$ cat src/rtl/ex_stage_if.sv
// ID/EX -> EX/MEM boundary bundle for the execute stage.
// master drives the decoded slot and observes the registered EX/MEM outputs.
interface ex_stage_if;
    logic        valid_ID_EX;
    logic        read_data_valid_ID_EX;
    logic [3:0]  alu_ctrl_ID_EX;
    logic [31:0] immOut_ID_EX;
    logic [31:0] Read1_ID_EX;
    logic [31:0] Read2_ID_EX;
    logic [4:0]  rd_ID_EX;
    logic [2:0]  func3_ID_EX;
    logic [6:0]  opcode_ID_EX;
    logic [31:0] PC_ID_ID_EX;

    logic        valid_EX_MEM;
    logic [31:0] alu_result_EX_MEM;
    logic [31:0] store_data_EX_MEM;
    logic [4:0]  rd_EX_MEM;
    logic [2:0]  func3_EX_MEM;
    logic [6:0]  opcode_EX_MEM;
    logic        read_data_valid_EX_MEM;
    logic        redirect_EX_MEM;
    logic [31:0] target_EX_MEM;

    modport master (
        output valid_ID_EX, read_data_valid_ID_EX, alu_ctrl_ID_EX, immOut_ID_EX,
               Read1_ID_EX, Read2_ID_EX, rd_ID_EX, func3_ID_EX, opcode_ID_EX, PC_ID_ID_EX,
        input  valid_EX_MEM, alu_result_EX_MEM, store_data_EX_MEM, rd_EX_MEM, func3_EX_MEM,
               opcode_EX_MEM, read_data_valid_EX_MEM, redirect_EX_MEM, target_EX_MEM
    );

    modport slave (
        input  valid_ID_EX, read_data_valid_ID_EX, alu_ctrl_ID_EX, immOut_ID_EX,
               Read1_ID_EX, Read2_ID_EX, rd_ID_EX, func3_ID_EX, opcode_ID_EX, PC_ID_ID_EX,
        output valid_EX_MEM, alu_result_EX_MEM, store_data_EX_MEM, rd_EX_MEM, func3_EX_MEM,
               opcode_EX_MEM, read_data_valid_EX_MEM, redirect_EX_MEM, target_EX_MEM
    );
endinterface

$ cat src/rtl/ex_stage.sv
// RV32I execute stage: ALU, branch/jump resolution, wrong-path squash and the EX/MEM register.
module ex_stage #(
    parameter int unsigned SHADOW = 2
) (
    input logic       clk,
    input logic       rst,
    input logic       stall,
    ex_stage_if.slave bus
);

    localparam logic [6:0] OpReg    = 7'b0110011;
    localparam logic [6:0] OpBranch = 7'b1100011;
    localparam logic [6:0] OpLui    = 7'b0110111;
    localparam logic [6:0] OpAuipc  = 7'b0010111;
    localparam logic [6:0] OpJal    = 7'b1101111;
    localparam logic [6:0] OpJalr   = 7'b1100111;

    localparam logic [1:0] ShadowCnt = 2'(SHADOW);

    logic [31:0] op_a, op_b, imm, pc;
    logic [4:0]  shamt;
    logic [31:0] alu_out, result, target, jalr_sum;
    logic        cond, taken, effective;

    logic        valid_q, rdv_q, redirect_q;
    logic [31:0] result_q, store_q, target_q;
    logic [4:0]  rd_q;
    logic [2:0]  func3_q;
    logic [6:0]  opcode_q;
    logic [1:0]  sqz_q;

    assign op_a  = bus.Read1_ID_EX;
    assign imm   = bus.immOut_ID_EX;
    assign pc    = bus.PC_ID_ID_EX;
    assign op_b  = (bus.opcode_ID_EX == OpReg || bus.opcode_ID_EX == OpBranch) ?
                   bus.Read2_ID_EX : imm;
    assign shamt = op_b[4:0];

    always_comb begin
        alu_out = 32'd0;
        case (bus.alu_ctrl_ID_EX)
            4'd0:    alu_out = op_a + op_b;
            4'd1:    alu_out = op_a - op_b;
            4'd2:    alu_out = op_a << shamt;
            4'd3:    alu_out = {31'd0, $signed(op_a) < $signed(op_b)};
            4'd4:    alu_out = {31'd0, op_a < op_b};
            4'd5:    alu_out = op_a ^ op_b;
            4'd6:    alu_out = op_a >> shamt;
            4'd7:    alu_out = $signed(op_a) >>> shamt;
            4'd8:    alu_out = op_a | op_b;
            4'd9:    alu_out = op_a & op_b;
            default: alu_out = 32'd0;
        endcase
    end

    always_comb begin
        cond = 1'b0;
        case (bus.func3_ID_EX)
            3'b000:  cond = (bus.Read1_ID_EX == bus.Read2_ID_EX);
            3'b001:  cond = (bus.Read1_ID_EX != bus.Read2_ID_EX);
            3'b100:  cond = ($signed(bus.Read1_ID_EX) <  $signed(bus.Read2_ID_EX));
            3'b101:  cond = ($signed(bus.Read1_ID_EX) >= $signed(bus.Read2_ID_EX));
            3'b110:  cond = (bus.Read1_ID_EX <  bus.Read2_ID_EX);
            3'b111:  cond = (bus.Read1_ID_EX >= bus.Read2_ID_EX);
            default: cond = 1'b0;
        endcase
    end

    assign jalr_sum = bus.Read1_ID_EX + imm;

    always_comb begin
        result = alu_out;
        target = pc + imm;
        taken  = 1'b0;
        case (bus.opcode_ID_EX)
            OpLui:    result = imm;
            OpAuipc:  result = pc + imm;
            OpJal: begin
                result = pc + 32'd4;
                taken  = 1'b1;
            end
            OpJalr: begin
                result = pc + 32'd4;
                target = jalr_sum & ~32'd1;
                taken  = 1'b1;
            end
            OpBranch: taken = cond;
            default:  result = alu_out;
        endcase
    end

    // Slots in the shadow of a taken redirect are wrong-path and become bubbles.
    assign effective = bus.valid_ID_EX && (sqz_q == 2'd0);

    always_ff @(posedge clk) begin
        if (rst) begin
            valid_q    <= 1'b0;
            rdv_q      <= 1'b0;
            redirect_q <= 1'b0;
            result_q   <= 32'd0;
            store_q    <= 32'd0;
            target_q   <= 32'd0;
            rd_q       <= 5'd0;
            func3_q    <= 3'd0;
            opcode_q   <= 7'd0;
            sqz_q      <= 2'd0;
        end else if (stall) begin
            // Everything holds except the redirect, which must stay a single pulse.
            redirect_q <= 1'b0;
        end else begin
            if (effective) begin
                valid_q    <= 1'b1;
                rdv_q      <= bus.read_data_valid_ID_EX;
                redirect_q <= taken;
                result_q   <= result;
                store_q    <= bus.Read2_ID_EX;
                target_q   <= taken ? target : 32'd0;
                rd_q       <= bus.rd_ID_EX;
                func3_q    <= bus.func3_ID_EX;
                opcode_q   <= bus.opcode_ID_EX;
            end else begin
                valid_q    <= 1'b0;
                rdv_q      <= 1'b0;
                redirect_q <= 1'b0;
                result_q   <= 32'd0;
                store_q    <= 32'd0;
                target_q   <= 32'd0;
                rd_q       <= 5'd0;
                func3_q    <= 3'd0;
                opcode_q   <= 7'd0;
            end
            if (effective && taken) begin
                sqz_q <= ShadowCnt;
            end else if (sqz_q != 2'd0) begin
                sqz_q <= sqz_q - 2'd1;
            end
        end
    end

    assign bus.valid_EX_MEM           = valid_q;
    assign bus.read_data_valid_EX_MEM = rdv_q;
    assign bus.redirect_EX_MEM        = redirect_q;
    assign bus.alu_result_EX_MEM      = result_q;
    assign bus.store_data_EX_MEM      = store_q;
    assign bus.target_EX_MEM          = target_q;
    assign bus.rd_EX_MEM              = rd_q;
    assign bus.func3_EX_MEM           = func3_q;
    assign bus.opcode_EX_MEM          = opcode_q;

endmodule
$ cat src/flat_wrapper.sv
// flat-port wrapper written by rule: the top's interface ports become plain ports
module ex_stage_flat 
#(
    parameter int unsigned SHADOW = 2
)
  (clk, rst, stall, bus_valid_ID_EX, bus_read_data_valid_ID_EX, bus_alu_ctrl_ID_EX, bus_immOut_ID_EX, bus_Read1_ID_EX, bus_Read2_ID_EX, bus_rd_ID_EX, bus_func3_ID_EX, bus_opcode_ID_EX, bus_PC_ID_ID_EX, bus_valid_EX_MEM, bus_alu_result_EX_MEM, bus_store_data_EX_MEM, bus_rd_EX_MEM, bus_func3_EX_MEM, bus_opcode_EX_MEM, bus_read_data_valid_EX_MEM, bus_redirect_EX_MEM, bus_target_EX_MEM);
  ex_stage_if bus_i ();
  input logic clk;
  input logic rst;
  input logic stall;
  input wire logic [$bits(bus_i.valid_ID_EX)-1:0] bus_valid_ID_EX;
  input wire logic [$bits(bus_i.read_data_valid_ID_EX)-1:0] bus_read_data_valid_ID_EX;
  input wire logic [$bits(bus_i.alu_ctrl_ID_EX)-1:0] bus_alu_ctrl_ID_EX;
  input wire logic [$bits(bus_i.immOut_ID_EX)-1:0] bus_immOut_ID_EX;
  input wire logic [$bits(bus_i.Read1_ID_EX)-1:0] bus_Read1_ID_EX;
  input wire logic [$bits(bus_i.Read2_ID_EX)-1:0] bus_Read2_ID_EX;
  input wire logic [$bits(bus_i.rd_ID_EX)-1:0] bus_rd_ID_EX;
  input wire logic [$bits(bus_i.func3_ID_EX)-1:0] bus_func3_ID_EX;
  input wire logic [$bits(bus_i.opcode_ID_EX)-1:0] bus_opcode_ID_EX;
  input wire logic [$bits(bus_i.PC_ID_ID_EX)-1:0] bus_PC_ID_ID_EX;
  output wire logic [$bits(bus_i.valid_EX_MEM)-1:0] bus_valid_EX_MEM;
  output wire logic [$bits(bus_i.alu_result_EX_MEM)-1:0] bus_alu_result_EX_MEM;
  output wire logic [$bits(bus_i.store_data_EX_MEM)-1:0] bus_store_data_EX_MEM;
  output wire logic [$bits(bus_i.rd_EX_MEM)-1:0] bus_rd_EX_MEM;
  output wire logic [$bits(bus_i.func3_EX_MEM)-1:0] bus_func3_EX_MEM;
  output wire logic [$bits(bus_i.opcode_EX_MEM)-1:0] bus_opcode_EX_MEM;
  output wire logic [$bits(bus_i.read_data_valid_EX_MEM)-1:0] bus_read_data_valid_EX_MEM;
  output wire logic [$bits(bus_i.redirect_EX_MEM)-1:0] bus_redirect_EX_MEM;
  output wire logic [$bits(bus_i.target_EX_MEM)-1:0] bus_target_EX_MEM;
  assign bus_i.valid_ID_EX = bus_valid_ID_EX;
  assign bus_i.read_data_valid_ID_EX = bus_read_data_valid_ID_EX;
  assign bus_i.alu_ctrl_ID_EX = bus_alu_ctrl_ID_EX;
  assign bus_i.immOut_ID_EX = bus_immOut_ID_EX;
  assign bus_i.Read1_ID_EX = bus_Read1_ID_EX;
  assign bus_i.Read2_ID_EX = bus_Read2_ID_EX;
  assign bus_i.rd_ID_EX = bus_rd_ID_EX;
  assign bus_i.func3_ID_EX = bus_func3_ID_EX;
  assign bus_i.opcode_ID_EX = bus_opcode_ID_EX;
  assign bus_i.PC_ID_ID_EX = bus_PC_ID_ID_EX;
  assign bus_valid_EX_MEM = bus_i.valid_EX_MEM;
  assign bus_alu_result_EX_MEM = bus_i.alu_result_EX_MEM;
  assign bus_store_data_EX_MEM = bus_i.store_data_EX_MEM;
  assign bus_rd_EX_MEM = bus_i.rd_EX_MEM;
  assign bus_func3_EX_MEM = bus_i.func3_EX_MEM;
  assign bus_opcode_EX_MEM = bus_i.opcode_EX_MEM;
  assign bus_read_data_valid_EX_MEM = bus_i.read_data_valid_EX_MEM;
  assign bus_redirect_EX_MEM = bus_i.redirect_EX_MEM;
  assign bus_target_EX_MEM = bus_i.target_EX_MEM;
  ex_stage #(.SHADOW(SHADOW)) u_core (.clk(clk), .rst(rst), .stall(stall), .bus(bus_i));
endmodule
$ cat config.mk
export PLATFORM = sky130hd
export DESIGN_NAME = ex_stage_flat
export DESIGN_NICKNAME = d
export VERILOG_FILES = /design/src/rtl/ex_stage_if.sv /design/src/rtl/ex_stage.sv /design/src/flat_wrapper.sv
export SDC_FILE = /design/constraint.sdc
export NUM_CORES = 1
export LEC_CHECK = 0
export BUFFER_PORTS_ARGS = -buffer_cell sky130_fd_sc_hd__buf_2
export CAP_MARGIN = 25
export CORE_UTILIZATION = 40
export DETAILED_ROUTE_END_ITERATION = 12
export SLEW_MARGIN = 5
export SYNTH_ARGS = -nofsm -noshare
export SYNTH_HDL_FRONTEND = slang
export SYNTH_SLANG_ARGS = --single-unit
$ cat constraint.sdc
create_clock -name clk -period 5.8 [get_ports clk]
set_clock_uncertainty 0.1 [all_clocks]
set_input_delay 0.58 -clock clk [delete_from_list [all_inputs] [get_ports clk]]
set_output_delay 0.58 -clock clk [all_outputs]
set_load 0.005 [all_outputs]
==> metrics.txt, run 1 <==
status=complete, no violations; dpl ws=546 ps; reg-to-reg slack, setup=2990 ps; hold path endpoint=u_core.bus.read_data_valid_EX_MEM; fmax=0.202 GHz; antenna-violating nets left=0; PwrDens=189 mW/mm²; Seq cells post-synth=116; nets@finish=3229; Starting Density=40.6%; final non-filler cell total=3506; Post-synth top flop=dfxtp_1; most common cell after layout, fill and taps aside=nand2_1; clock-pin slew on the worst setup and hold paths=70 ps; Core Util, Final=46.3%; pin count of the biggest net entering global routing=74; hold buffer count at cts=0; CP startpoint kind=input pin; die area=0.0481 mm²; H-Tree Depth=4; worst setup margin=837 ps; post-CTS setup buffers=0; commonest cells after routing, fill and taps aside=nand2_1, buf_2, a21oi_1; worst r2r dst=u_core.bus.target_EX_MEM[8]; vias in the first global route=21400; worst-margin pin slew=1090 ps; final setup violating endpoints=0; Hold Path Class=in2reg; ys async rst share=0%; worst-path fanout max=17; post-route clock period utilization=85.6%; Clock Latency Late Sink=480 ps; hold depth=2; diodes inserted=0; Synthesized Nets=3044; Worst path slowest cell=nor3_4; Critical R2R Launch=u_core.sqz_q[0]; Detailed Route WL=106000 µm; CTS Sinks=116; min cycle time layout=4960 ps; die height=219 µm; # rows=79; Post-Syn Instances=2701; Post-synth EDFFs=0; CTS Buffer Depth=2; Placed Cells=3474; Final Max Tran Viols=0; cts repair resizes=0; vias=23600; Routed WL per cell=30.2 µm; post-synthesis to final-layout area growth=14.2%; gr usage total=43.1%; drt pass-1 iters=6; Seq/Total Area, Yosys=12.3%; Post-Place Cell Area=0.0209 mm²; CTS tree=built; LEAKAGE=9.74 nW; Critical Path, Cell by Cell=buf_2, buf_4, nand4bb_1, nor3_4, mux2_4, ha_1, inv_1, fa_1, nor2b_1, o21ai_0, a21oi_1, o21ai_0, buf_4, o31a_1, o21ai_0, a21o_1, o21a_1, a21oi_1, nor4_1, a21oi_1; maximum vdd drop=0.000288 V; Rel. slew slack=27.3%; endpoints failing hold=0; Placer Congestion=1.06; Num CTS Buffers=17; FF-to-FF path depth=7; TNS Setup=0 ps; layout cells sized above 1=15.5%; CP max stage delay=470 ps; Synth Area per Inst=7.00 µm²; die width=219 µm; PortBufs=265; max_cap viols=0; post-layout instance area=0.0216 mm²; WS Path Type=in2reg; Ys Warns=0; CP Capture Type=flip-flop; required time worst endpoint=6070 ps; grt ovf=0; vias per cell=6.72; RSZ-0062 raised after global routing=false; DR iter-0 viols=3153; Distinct cells, synth=99; Core ar.=0.0466 mm²; initial antenna violation count=0; CTS root buf=clkbuf_16; DP Wirelength=82100 µm; first-pass GRT wire length=150000 µm; Synth Cell Area=0.0189 mm²; I/O pin cnt=266; Worst Path Arrival=5230 ps; launch point of the worst hold path=bus_read_data_valid_ID_EX; DRC Markers=0
[final cells by class]
cell class	instances	area (µm²)
clock buffers	18	439
clock inverters	14	248
fillers	4865	25000
inverters	148	561
multi-input cells	2263	15300
flip-flops and latches	116	2320
well taps	607	759
repair buffers	340	1900
[synth_stat cells (30+ instances only)]
master / instances / area share [%]
nand2_1: 315 / 6.3
a21oi_1: 261 / 6.9
nor2_1: 219 / 4.3
o21ai_0: 207 / 5.5
ha_1: 188 / 12
inv_1: 141 / 2.8
clkbuf_1: 117 / 2.3
dfxtp_1: 116 / 12
mux2i_1: 93 / 4.9
a21o_1: 89 / 3.5
nand3_1: 64 / 1.7
xnor2_1: 62 / 2.9
o211ai_1: 52 / 2.1
nand2b_1: 43 / 1.4
nor3_1: 39 / 1.0
xor2_1: 38 / 1.8
a31oi_1: 33 / 1.1
a211oi_1: 30 / 1.2
buf_2: 30 / 0.79
nand4_1: 30 / 0.99
[critical path, delay by kind of cell]
kind | cells | cell delay [ps]
AO/OA/AOI/OAI | 9 | 1900
adder cells (fa/ha/maj) | 2 | 650
buffers and inverters | 4 | 570
multiplexers | 1 | 280
AND/OR/NAND/NOR | 4 | 1260
[per-layer routing]
layer / routed length, µm / track usage, %
met4: 7940 / 28.5
met1: 41600 / 54.3
met3: 12000 / 11.7
met2: 44300 / 64.0
met5: 0 / 0
[kinds of logic after synthesis]
group	after synthesis	synth area share, %
AND/OR/NAND/NOR	837	20.5
buffers and inverters	322	6.86
AO/OA/AOI/OAI	1009	35.4
adder cells (fa/ha/maj)	191	12.8
XOR/XNOR	102	4.81
multiplexers	124	7.41
flip-flops	116	12.3
[power breakdown]
part | switching [mW] | internal, mW
clock network | 0.502 | 0.821
logic | 1.27 | 0.650
registers | 0.0211 | 0.827
[flip-flops by register name, indices dropped and copies added, names as in the netlist]
| register | flops |
|---|---|
| u_core.bus.alu_result_EX_MEM | 32 |
| u_core.bus.store_data_EX_MEM | 32 |
| u_core.bus.target_EX_MEM | 32 |
| u_core.bus.opcode_EX_MEM | 7 |
| u_core.bus.rd_EX_MEM | 5 |
| u_core.bus.func3_EX_MEM | 3 |
| u_core.sqz_q | 2 |
| u_core.bus.read_data_valid_EX_MEM | 1 |
| u_core.bus.redirect_EX_MEM | 1 |
| u_core.bus.valid_EX_MEM | 1 |
[per-stage QoR]
stage	power [mW]	hold WS (ps)
2_1_floorplan	2.02	339
3_3_place_gp	2.69	327
3_5_place_dp	2.70	332
4_1_cts	4.03	184
5_1_grt	4.24	205
6_report	4.09	206
[worst max-delay path by stage]
stage          cells after the start  slack (ps)                 from                          endpoint
2_1_floorplan                     21         780  bus_opcode_ID_EX[3]  u_core.bus.alu_result_EX_MEM[26]
3_3_place_gp                      20         610  bus_opcode_ID_EX[2]  u_core.bus.alu_result_EX_MEM[31]
3_5_place_dp                      20         550  bus_opcode_ID_EX[3]  u_core.bus.alu_result_EX_MEM[26]
4_1_cts                           20        1030  bus_opcode_ID_EX[3]  u_core.bus.alu_result_EX_MEM[26]
5_1_grt                           20         700  bus_opcode_ID_EX[3]  u_core.bus.alu_result_EX_MEM[26]
6_report                          20         840  bus_opcode_ID_EX[3]  u_core.bus.alu_result_EX_MEM[26]
No activity file was read; power rests on OpenSTA's default activity.
==> run 2: changes to the inputs <==
--- a/config.mk
+++ b/config.mk
@@ -9,6 +9,7 @@
 export CAP_MARGIN = 25
 export CORE_UTILIZATION = 40
 export DETAILED_ROUTE_END_ITERATION = 12
+export PLACE_DENSITY = 0.66
 export SLEW_MARGIN = 5
 export SYNTH_ARGS = -nofsm -noshare
 export SYNTH_HDL_FRONTEND = slang
==> metrics.txt, run 2 (synthesized netlist as in run 1, its figures left out) <==
Detailed Route WL=109000 µm (+3.5%); clock-pin slew on the worst setup and hold paths=70 ps (about the same); PortBufs=265 (unchanged); CTS tree=built; commonest cells after routing, fill and taps aside=nand2_1, buf_2, a21oi_1; DRC Markers=0 (unchanged); Rel. slew slack=21.1% (-6.2 points); PwrDens=183 mW/mm² (-3.6%); launch point of the worst hold path=bus_read_data_valid_ID_EX; endpoints failing hold=0 (unchanged); worst-margin pin slew=1170 ps (+87.0 ps); pin count of the biggest net entering global routing=78 (+5.4%); DR iter-0 viols=3321 (+5.3%); required time worst endpoint=6070 ps (about the same); CP max stage delay=590 ps (+120 ps); die area=0.0481 mm² (unchanged); WS Path Type=in2reg; grt ovf=0 (unchanged); Critical R2R Launch=u_core.sqz_q[0]; hold buffer count at cts=0 (unchanged); max_cap viols=0 (unchanged); Hold Path Class=in2reg; Starting Density=40.6% (unchanged); Num CTS Buffers=17 (unchanged); Worst path slowest cell=o21ai_0; min cycle time layout=4750 ps (-213 ps); TNS Setup=0 ps (unchanged); CP dominant cell by count=a21oi_1; fillers=4921 (+1.2%); CTS Buffer Depth=2 (unchanged); Core Util, Final=46.3% (about the same); LEAKAGE=9.74 nW (about the same); Clock Latency Late Sink=490 ps (about the same); CP startpoint kind=input pin; Routed WL per cell=31.1 µm (+3.2%); H-Tree Depth=4 (unchanged); final setup violating endpoints=0 (unchanged); vias per cell=6.70 (-0.30%); drt pass-1 iters=7 (+1); worst r2r dst=u_core.bus.alu_result_EX_MEM[31]; DP Wirelength=85300 µm (+3.8%); die width=219 µm (unchanged); reg-to-reg slack, setup=3330 ps (+340 ps); post-route clock period utilization=81.9% (-3.7 points); Critical Path, Cell by Cell=buf_2, nor4bb_2, buf_4, nand4_2, and2_2, inv_2, ha_1, nor2b_1, o21ai_0, a21oi_1, o21ai_0, o31a_1, o21ai_0, a21o_1, a21oi_1, a21oi_1, nor4_1, a21oi_1; nets@finish=3236 (+0.22%); first-pass GRT wire length=154000 µm (+3.0%); status=complete, no violations; Final Max Tran Viols=0 (unchanged); FF-to-FF path depth=9 (+2); Core ar.=0.0466 mm² (unchanged); die height=219 µm (unchanged); gr usage total=44.7% (+1.6 points); antenna-violating nets left=0 (unchanged); CTS root buf=clkbuf_16; initial antenna violation count=8 (+8); Min Hold Slack=203 ps (-3.52 ps); maximum vdd drop=0.000221 V (-23%); post-synthesis to final-layout area growth=14.1% (about the same); Placer Congestion=1.05 (-0.68%); hold path endpoint=u_core.bus.read_data_valid_EX_MEM; # rows=79 (unchanged); cts repair resizes=0 (unchanged); most common cell after layout, fill and taps aside=nand2_1; CTS Sinks=116 (unchanged); I/O pin cnt=266 (unchanged); vias in the first global route=21700 (+1.6%); Worst Path Arrival=5020 ps (-210 ps); Total Power=3.94 mW (-3.6%); hold depth=2 (unchanged); layout cells sized above 1=15.7% (+0.20 points); vias=23600 (-0.047%); fmax=0.211 GHz (+4.5%); CP Capture Type=flip-flop; post-CTS setup buffers=0 (unchanged); worst-path fanout max=15 (-2); RSZ-0062 raised after global routing=false
-- run 2: changes by cell type in the layout (fill, tap and decap cells not counted), sizes merged --
cell,change
clkdlybuf4s18,-1
clkinv,+1
bufinv,-5
diode,+2
clkinvlp,+2
buf,+8
clkbuf,+2
-- run 2: critical path: cells and delay by family --
kind	cells	cell delay, ps
AO/OA/AOI/OAI	9	2230
adder cells (fa/ha/maj)	1	250
buffers and inverters	3	550
AND/OR/NAND/NOR	5	1400
-- run 2: per-stage QoR --
step | cells | setup slack (ps) | instance area (µm²)
floorplan | 2701 | 783 | 18900
global placement | 3480 | 803 | 20900
detailed placement | 3481 | 682 | 21000
CTS | 3513 | 1190 | 21600
global route | 3513 | 690 | 21600
finish | 3515 | 1050 | 21600
-- run 2: worst max-delay path by stage --
stage	start	endpoint
final	bus_opcode_ID_EX[3]	u_core.bus.alu_result_EX_MEM[26]
after global routing	bus_opcode_ID_EX[3]	u_core.bus.alu_result_EX_MEM[26]
after CTS	bus_opcode_ID_EX[4]	u_core.bus.alu_result_EX_MEM[26]
after detailed placement	bus_opcode_ID_EX[4]	u_core.bus.alu_result_EX_MEM[26]
after global placement	bus_opcode_ID_EX[3]	u_core.bus.alu_result_EX_MEM[31]
after floorplan	bus_opcode_ID_EX[3]	u_core.bus.alu_result_EX_MEM[26]
-- run 2: metal layers --
layer,share of wire (%),track usage (%)
met1,40,56.7
met2,42,66.2
met3,11,11.1
met4,7.6,31.0
met5,0.046,0
-- run 2: final cells by class --
cell class                      count  area, µm²  area share, %
Multi-Input combinational cell   2263      15300           71.1
Sequential cell                   116       2320           10.8
Timing Repair Buffer              347       1990           9.21
Tap cell                          607        759           3.52
Inverter                          148        561           2.60
Clock buffer                       20        467           2.16
Clock inverter                     12        121          0.563
Antenna cell                        2       5.00         0.0232
-- run 2: where the power goes --
group / total, mW / switching (mW) / internal (mW) / leakage [nW]
logic: 1.95 / 1.29 / 0.661 / 8.52
clock network: 1.14 / 0.510 / 0.628 / 0.276
registers: 0.847 / 0.0206 / 0.827 / 0.941
